<file path="src/rtl/matrix_order_arbiter.sv">
// matrix_order_arbiter: round-robin owner of the shared 5x5 ordering unit; optional watchdog under ORDER_TIMEOUT_EN.
// Latency: req to gnt/ord_en 1 cycle; ord_is_ordered rise to ord_en fall and fall to done, 1 cycle each.
// Backpressure: losing or late requesters simply wait in IDLE; a held req is re-arbitrated after done.
module matrix_order_arbiter #(
    parameter int NUM_REQ        = 2,
    parameter int TIMEOUT_CYCLES = 64
) (
    input  logic                   clk,
    input  logic                   reset_n,
    input  logic [NUM_REQ-1:0]     req,
    input  logic [3*NUM_REQ-1:0]   r_in,
    input  logic [3*NUM_REQ-1:0]   c_in,
    output logic [NUM_REQ-1:0]     gnt,
    output logic [NUM_REQ-1:0]     done,
    output logic [NUM_REQ-1:0]     err,
    output logic [1:0]             sel,
    output logic                   busy,
    output logic [2:0]             ord_r,
    output logic [2:0]             ord_c,
    output logic                   ord_en,
    input  logic                   ord_is_ordered
);

    typedef enum logic [1:0] {
        IDLE = 2'd0,
        RUN  = 2'd1,
        REL  = 2'd2
    } state_t;

    state_t               state_q, state_d;
    logic [1:0]           ptr_q, ptr_d;
    logic [NUM_REQ-1:0]   gnt_d, done_d, err_d;
    logic [1:0]           sel_d;
    logic                 busy_d, ord_en_d;
    logic [2:0]           ord_r_d, ord_c_d;

    logic [3:0]           req_pad;
    logic [11:0]          r_pad, c_pad;
    logic [2:0]           scan_idx;
    logic                 win_found;
    logic [1:0]           win_idx;
    logic [2:0]           win_r, win_c;
    logic                 win_legal;
    logic [NUM_REQ-1:0]   win_oh, sel_oh;
    logic                 tmo_hit;

    assign req_pad = 4'(req);
    assign r_pad   = 12'(r_in);
    assign c_pad   = 12'(c_in);

    // First requester at or after the pointer, wrapping at NUM_REQ (not a power of two in general).
    always_comb begin
        win_found = 1'b0;
        win_idx   = 2'd0;
        scan_idx  = 3'd0;
        for (int k = 0; k < NUM_REQ; k++) begin
            scan_idx = {1'b0, ptr_q} + 3'(k);
            if (scan_idx >= 3'(NUM_REQ))
                scan_idx = scan_idx - 3'(NUM_REQ);
            if (!win_found && req_pad[scan_idx[1:0]]) begin
                win_found = 1'b1;
                win_idx   = scan_idx[1:0];
            end
        end
    end

    assign win_r     = r_pad[4'(win_idx) * 4'd3 +: 3];
    assign win_c     = c_pad[4'(win_idx) * 4'd3 +: 3];
    assign win_legal = (win_r >= 3'd1) && (win_r <= 3'd5) &&
                       (win_c >= 3'd1) && (win_c <= 3'd5);
    assign win_oh    = NUM_REQ'(4'b0001 << win_idx);
    assign sel_oh    = NUM_REQ'(4'b0001 << sel);

`ifdef ORDER_TIMEOUT_EN
    localparam int CNT_W = $clog2(TIMEOUT_CYCLES + 1);

    logic [CNT_W-1:0] tmo_cnt_q, tmo_cnt_d;

    assign tmo_hit = (state_q != IDLE) && (tmo_cnt_q == CNT_W'(TIMEOUT_CYCLES - 1));

    // Counts cycles spent in the current RUN/REL visit; every state entry restarts it.
    always_comb begin
        tmo_cnt_d = tmo_cnt_q + CNT_W'(1);
        if ((state_d != state_q) || (state_d == IDLE))
            tmo_cnt_d = '0;
    end

    always_ff @(posedge clk or negedge reset_n) begin
        if (!reset_n)
            tmo_cnt_q <= '0;
        else
            tmo_cnt_q <= tmo_cnt_d;
    end
`else
    logic unused_cfg;

    assign tmo_hit    = 1'b0;
    assign unused_cfg = (TIMEOUT_CYCLES > 0);
`endif

    always_comb begin
        state_d  = state_q;
        ptr_d    = ptr_q;
        gnt_d    = gnt;
        done_d   = '0;
        err_d    = '0;
        sel_d    = sel;
        ord_r_d  = ord_r;
        ord_c_d  = ord_c;
        ord_en_d = ord_en;

        case (state_q)
            IDLE: begin
                if (win_found) begin
                    ptr_d   = (win_idx == 2'(NUM_REQ - 1)) ? 2'd0 : win_idx + 2'd1;
                    sel_d   = win_idx;
                    ord_r_d = win_r;
                    ord_c_d = win_c;
                    if (win_legal) begin
                        gnt_d    = win_oh;
                        ord_en_d = 1'b1;
                        state_d  = RUN;
                    end else begin
                        err_d = win_oh;
                    end
                end
            end
            RUN: begin
                if (ord_is_ordered) begin
                    ord_en_d = 1'b0;
                    state_d  = REL;
                end
            end
            REL: begin
                // Wait for the unit to drop its flag so the next run cannot see a stale completion.
                if (!ord_is_ordered) begin
                    done_d  = sel_oh;
                    gnt_d   = '0;
                    state_d = IDLE;
                end
            end
            default: begin
                gnt_d    = '0;
                ord_en_d = 1'b0;
                state_d  = IDLE;
            end
        endcase

        // Watchdog only fires when no regular transition is already happening this cycle.
        if (tmo_hit && (state_d == state_q)) begin
            err_d    = sel_oh;
            gnt_d    = '0;
            ord_en_d = 1'b0;
            state_d  = IDLE;
        end

        busy_d = (state_d != IDLE);
    end

    always_ff @(posedge clk or negedge reset_n) begin
        if (!reset_n) begin
            state_q <= IDLE;
            ptr_q   <= '0;
            gnt     <= '0;
            done    <= '0;
            err     <= '0;
            sel     <= '0;
            busy    <= 1'b0;
            ord_r   <= '0;
            ord_c   <= '0;
            ord_en  <= 1'b0;
        end else begin
            state_q <= state_d;
            ptr_q   <= ptr_d;
            gnt     <= gnt_d;
            done    <= done_d;
            err     <= err_d;
            sel     <= sel_d;
            busy    <= busy_d;
            ord_r   <= ord_r_d;
            ord_c   <= ord_c_d;
            ord_en  <= ord_en_d;
        end
    end

endmodule

</file>
<file path="config.mk">
export PLATFORM = sky130hd
export DESIGN_NAME = matrix_order_arbiter
export DESIGN_NICKNAME = d
export VERILOG_FILES = /design/src/rtl/matrix_order_arbiter.sv
export SDC_FILE = /design/constraint.sdc
export NUM_CORES = 1
export LEC_CHECK = 0
export CAP_MARGIN = 10
export CORE_MARGIN = 2
export CORE_UTILIZATION = 40
export CTS_CLUSTER_DIAMETER = 100
export DETAILED_ROUTE_END_ITERATION = 10
export GPL_TIMING_DRIVEN = 0
export PLACE_DENSITY_LB_ADDON = 0.1
export RECOVER_POWER = 100
export SETUP_SLACK_MARGIN = 0.4
export SYNTH_ARGS = -nofsm -noshare
export SYNTH_HDL_FRONTEND = slang
export SYNTH_SLANG_ARGS = --single-unit
</file>
<file path="constraint.sdc">
create_clock -name clk -period 3.1 [get_ports clk]
set_input_delay 0.62 -clock clk [delete_from_list [all_inputs] [get_ports clk]]
set_output_delay 0.62 -clock clk [all_outputs]
set_load 0.02 [all_outputs]
</file>
==> impl_metrics.tcl, run 1 <==
set metrics [dict create \
    antenna_cells 0 \
    hpwl_um 1530 \
    wl_per_cell_um 12.7 \
    worst-path-buf-inv 1 \
    yosysTopAreaCell "dfrtp_1" \
    end_kind "register" \
    clkPwrFrac_pct 19.0 \
    path_class "in2reg" \
    cts_resized 0 \
    slew_headroom_pct 38.8 \
    drt-pass1-iter-count 4 \
    ir_worst_vdd_mv 0.438 \
    final_cell_area_sq_um 1350 \
    core_area_sq_um 2230 \
    fin_tns_setup_ns 0 \
    cts_max_path_buffers 2 \
    htree_levels 1 \
    critPathLaunchType "input pin" \
    cpPeakStageDelay_ns 0.60 \
    p_leak_nw 0.618 \
    worstPathRequired_ns 3.30 \
    synthCells 90 \
    vias 799 \
    cts_tree "built" \
    place.gp.congestion 0.756 \
    dp_cells 150 \
    rsz0062_at_grt "no" \
    p_sw_uw 417 \
    path_clk_slew_ns 0.12 \
    holdPathStages 2 \
    power.share.combinational_pct 44.2 \
    avgSynthCellArea_sq_um 10.6 \
    layout_min_cycle_time_ns 2.47 \
    maxCapViolCount 0 \
    clock-skew-final_ns 0.00177 \
    clk_latency_ns 0.30 \
    p_per_area_nw_per_um2 842 \
    nFillCells 207 \
    cts_made_buffers 3 \
    synth_top_area_share_pct 52.4 \
    routed_via_density 5.19 \
    worst_pin_slew_ns 0.915 \
    netlist_area_sq_um 955 \
    cpMaxStageDelayCell "dlygate4sd3_1" \
    syn_nets 107 \
    dpl_worst_slack_ns 0.750 \
    final_cell_mix "dfrtp_1, dlygate4sd3_1, nand2_1" \
    worst_slack_ns 0.629 \
    place_area_sq_um 1310 \
    overflow 0 \
    syn_to_final_growth_pct 40.9 \
    reg2reg_depth 5 \
    ant_nets 0 \
    pwr-share-seq_pct 36.8 \
    die_w_um 52.9 \
    arrival_ns 2.67 \
    die_h_um 52.9 \
    path_cells "dlygate4sd3_1, nand2b_4, nand2_1, nor3_1, o21ai_0, a311o_1" \
    worstPathMaxFanout 8 \
    numClockSinks 20 \
    nNetsFinal 144 \
    routed_wl_um 1960 \
    fin_cells 154 \
    drv_slew 0 \
    grt_pass1_wl_um 3440 \
    status "completed" \
    synth_area_leaders "dfrtp_1, mux2i_1, nand2_1" \
    yosysWarnings 0 \
    grt_pass1_vias 788 \
    track_usage_pct 17.0 \
    worst-path-stages 6 \
    cpLargestDelayFamily "simple AND/OR/NAND/NOR gates" \
    drtIter0Drc 16 \
    dieArea_sq_um 2790 \
    hold_viol 0 \
    drc_errors 0 \
    io_pins 33 \
    worst_hold_path_type "reg2reg" \
    p_int_uw 715 \
    ys_types 32 \
    final_layout_size_suffix_gt1_share_pct 11.9 \
    antenna_found_initial 0 \
    switching_share_pct 36.9 \
    placementRows 17 \
    seq_area_frac_synth_pct 52.4 \
    clock.fmax_mhz 405 \
    postCtsSetupBuffers 0 \
    setup_viol 0 \
    start_util_pct 42.7 \
    root_buffer "clkbuf_4" \
    cts_hold_buf 0 \
    grt_max_degree 21 \
    numPortBuffers 32 \
    period_share_pct 79.7 \
    synth_seq_cells 20 \
]
worst paths after layout:
check	startpoint	to	slack [ns]
setup reg to reg	ptr_q[0]	gnt[1]	1.09
max in group asynchronous	reset_n	ord_c[1]	1.67
hold / removal	ord_c[2]	ord_c[2]	0.49
setup / recovery	req[0]	gnt[1]	0.63
min in group asynchronous	reset_n	state_q[1]	0.88
hold reg to reg	ord_c[2]	ord_c[2]	0.49
sequential cells by signal, indices dropped and copies added, names as in the netlist:
signal   flops
busy         1
err          2
gnt          2
state_q      2
ptr_q        2
done         2
ord_en       1
sel          2
ord_c        3
ord_r        3
per-layer routing:
layer	global-route usage [%]	part of all wire [%]
met3	2.82	6.4
met5	0	0
met4	7.69	1.5
met1	19.9	43
met2	30.2	49
through the flow:
stage	utilization (%)	total power, mW	hold WS [ns]
finish	60.2	1.13	0.493
global route	60.2	1.22	0.535
CTS	61.0	1.19	0.501
detailed placement	58.7	0.971	0.474
global placement	58.7	0.961	0.468
floorplan	-	0.725	0.324
worst reg2reg max path, cell delays in order, from the launching register on:
cell	delay, ns
dfrtp_1	0.41
nand2b_4	0.14
nand2_1	0.23
nor3_1	0.44
o21ai_0	0.29
a311o_1	0.41
Yosys cell counts:
| cell | count |
|---|---|
| a21bo_2 | 1 |
| a21boi_0 | 1 |
| a21oi_1 | 3 |
| a221o_2 | 1 |
| a22o_1 | 1 |
| a311o_1 | 1 |
| a31oi_1 | 1 |
| a32oi_1 | 1 |
| and2_1 | 2 |
| and2_2 | 1 |
| and2b_2 | 1 |
| and3_2 | 3 |
| buf_6 | 1 |
| clkbuf_1 | 1 |
| dfrtp_1 | 20 |
| inv_1 | 2 |
| mux2i_1 | 6 |
| nand2_1 | 13 |
| nand2_2 | 1 |
| nand2b_1 | 2 |
| nand2b_4 | 1 |
| nor2_1 | 5 |
| nor2_4 | 1 |
| nor2b_1 | 1 |
| nor3_1 | 5 |
| nor3_4 | 1 |
| nor4_1 | 1 |
| nor4b_1 | 1 |
| o21ai_0 | 8 |
| o21ai_2 | 1 |
| o311ai_0 | 1 |
| or3_4 | 1 |
power groups by stage:
stage,Combinational [mW],Sequential [mW],Clock (mW)
after detailed placement,0.544,0.427,0
after global placement,0.539,0.422,0
after floorplan,0.206,0.520,0
after CTS,0.545,0.422,0.220
final,0.500,0.416,0.216
after global routing,0.553,0.432,0.231
cells by family after synthesis:
family / after synthesis / share of synthesized area [%]
flip-flops: 20 / 52.4
buffers and inverters: 4 / 2.36
AO/OA/AOI/OAI: 20 / 14.2
AND/OR/NAND/NOR: 40 / 24.8
multiplexers: 6 / 6.29
cell type report:
type                       count  area, sq um  area share (%)
sequential                    20          500            37.2
multi-input combinational     66          414            30.8
timing repair buffer          32          320            23.8
tap                           28         35.0            2.60
clock inverter                 1         30.0            2.23
clock buffer                   3         22.5            1.67
buffer                         2         15.0            1.12
inverter                       2         7.51           0.558
Note: power is estimated with default switching activity, not from simulation.
==> run 2, diff against run 1 <==
Settings changed: CORE_UTILIZATION 40 to 39.
Clock period 3.1 ns to 2.2 ns, I/O delays scaled along.
==> run 2 against run 1 <==
Combinational power increased by 45%. Clock-buffer cell count unchanged. Clock power is 24% lower. Core utilization shrank 1.3 points. Register-to-register slack got worse by 0.48 ns. Setup slack lost 0.40 ns. Largest cell class unchanged.
==> impl_metrics.tcl, run 2 (synthesized netlist as in run 1, its figures left out) <==
set metrics [dict create \
    path_clk_slew_ns 0.10 \
    reg2reg_depth 5 \
    clock.fmax_mhz 508 \
    arrival_ns 2.15 \
    rsz0062_at_grt "yes" \
    worstReg2RegStart "ptr_q[0]" \
    place.gp.congestion 0.738 \
    routed_wl_um 2050 \
    clkPwrFrac_pct 11.2 \
    critPathLaunchType "input pin" \
    hpwl_um 1580 \
    hp-start "sel[0]" \
    status "completed" \
    placementRows 17 \
    p_sw_uw 584 \
    cts_made_buffers 3 \
    drt-pass1-iter-count 4 \
    worst_hold_path_type "reg2reg" \
    switching_share_pct 39.6 \
    clk_latency_ns 0.28 \
    die_w_um 53.5 \
    final_common_cell "dfrtp_1" \
    period_share_pct 89.5 \
    htree_levels 1 \
    fin_tns_setup_ns 0 \
    final_cell_mix "dfrtp_1, dlygate4sd3_1, nand2_1" \
    end_kind "register" \
    numPortBuffers 32 \
    syn_to_final_growth_pct 39.2 \
    wl_per_cell_um 13.2 \
    start_util_pct 42.3 \
    ant_nets 0 \
    maxCapViolCount 0 \
    dieArea_sq_um 2860 \
    top_regs "ord_c x3, ord_r x3" \
    cts_tree "built" \
    io_pins 33 \
    nNetsFinal 147 \
    setup_viol 0 \
    worstPathMaxFanout 3 \
    place_area_sq_um 1310 \
    grt_pass1_vias 780 \
    drv_slew 0 \
    worst_pin_slew_ns 0.911 \
    reg2reg_slack_ns 0.61 \
    ir_worst_vdd_mv 0.480 \
    slew_headroom_pct 39.1 \
    path_class "in2reg" \
    die_h_um 53.5 \
    grt_pass1_wl_um 3380 \
    p_leak_nw 0.619 \
    routed_via_density 5.17 \
    final_layout_size_suffix_gt1_share_pct 14.8 \
    clock-skew-final_ns 0.00283 \
    overflow 0 \
    vias 806 \
    drc_errors 0 \
    cts_hold_buf 0 \
    final_cell_area_sq_um 1330 \
    power.share.combinational_pct 49.0 \
    hold_viol 0 \
    antenna_found_initial 0 \
    holdPathStages 1 \
    layout_min_cycle_time_ns 1.97 \
    cts_max_path_buffers 2 \
    pwr-share-seq_pct 39.8 \
    drtIter0Drc 14 \
    min_to "done[0]" \
    worstPathRequired_ns 2.38 \
    root_buffer "clkbuf_4" \
    r2r-end "gnt[1]" \
    antenna_cells 0 \
    core_area_sq_um 2250 \
    p_per_area_nw_per_um2 1110 \
    track_usage_pct 16.4 \
    grt_max_degree 21 \
    p_int_uw 890 \
    numClockSinks 20 \
]
## run 2: cell count changes in the layout (fill, tap and decap cells not counted), sizes merged
cell,before,now
buf,1,3
bufinv,1,0
clkbuf,4,7
clkdlybuf4s50,12,9
dlygate4sd2,0,4
dlygate4sd3,20,17
## run 2: what timing repair did
action / 4_1_cts / 5_1_grt
endpoints found under the setup margin: 4 / 7
pin swaps: 1 / 2
setup buffers: 0 / 3
gates resized for setup: 5 / 5
## run 2: power by group through the flow
stage          sequential (mW)  combinational (mW)  clock [mW]
2_1_floorplan            0.732               0.290           0
3_3_place_gp             0.594               0.760           0
3_5_place_dp             0.597               0.768           0
4_1_cts                  0.591               0.770       0.175
5_1_grt                  0.604               0.801       0.193
6_report                 0.587               0.723       0.165
## run 2: critical path, stage by stage
cell             delay [ns]
clkdlybuf4s50_1        0.50
nor3_1                 0.06
a221o_2                0.29
nor3_1                 0.38
o21ai_2                0.12
a311o_1                0.36
## run 2: routing by layer
layer	vias up	GRT usage [%]	share of wire, %
met5	-	0	0
met4	0	6.41	0.83
met3	2	2.82	5.5
met2	19	25.3	48
met1	388	22.6	45
li1	397	-	-
## run 2: cell type report
class                           count  area, sq um
Clock buffer                        3         22.5
Sequential cell                    20          500
Tap cell                           28         35.0
Timing Repair Buffer               35          322
Inverter                            2         7.51
Fill cell                         229          926
Multi-Input combinational cell     66          425
Buffer                              2         16.3
## run 2: through the flow
step / std cells / hold WS, ns / total power [mW] / utilization [%] / setup WS, ns
floorplan: 90 / 0.144 / 1.02 / - / 0.581
global placement: 150 / 0.467 / 1.35 / 58.1 / 0.0385
detailed placement: 150 / 0.476 / 1.37 / 58.1 / 0.0240
CTS: 153 / 0.494 / 1.54 / 58.9 / 0.390
global route: 156 / 0.518 / 1.60 / 58.9 / 0.202
finish: 156 / 0.481 / 1.47 / 58.9 / 0.231
## run 2: worst max-delay path by stage
stage	start	end	cells after the start	slack (ns)
final	c_in[4]	gnt[1]	6	0.23
after global routing	c_in[4]	gnt[1]	6	0.20
after CTS	c_in[5]	gnt[1]	6	0.39
after detailed placement	c_in[1]	gnt[1]	6	0.02
after global placement	c_in[1]	gnt[1]	6	0.04
after floorplan	c_in[1]	gnt[1]	5	0.58
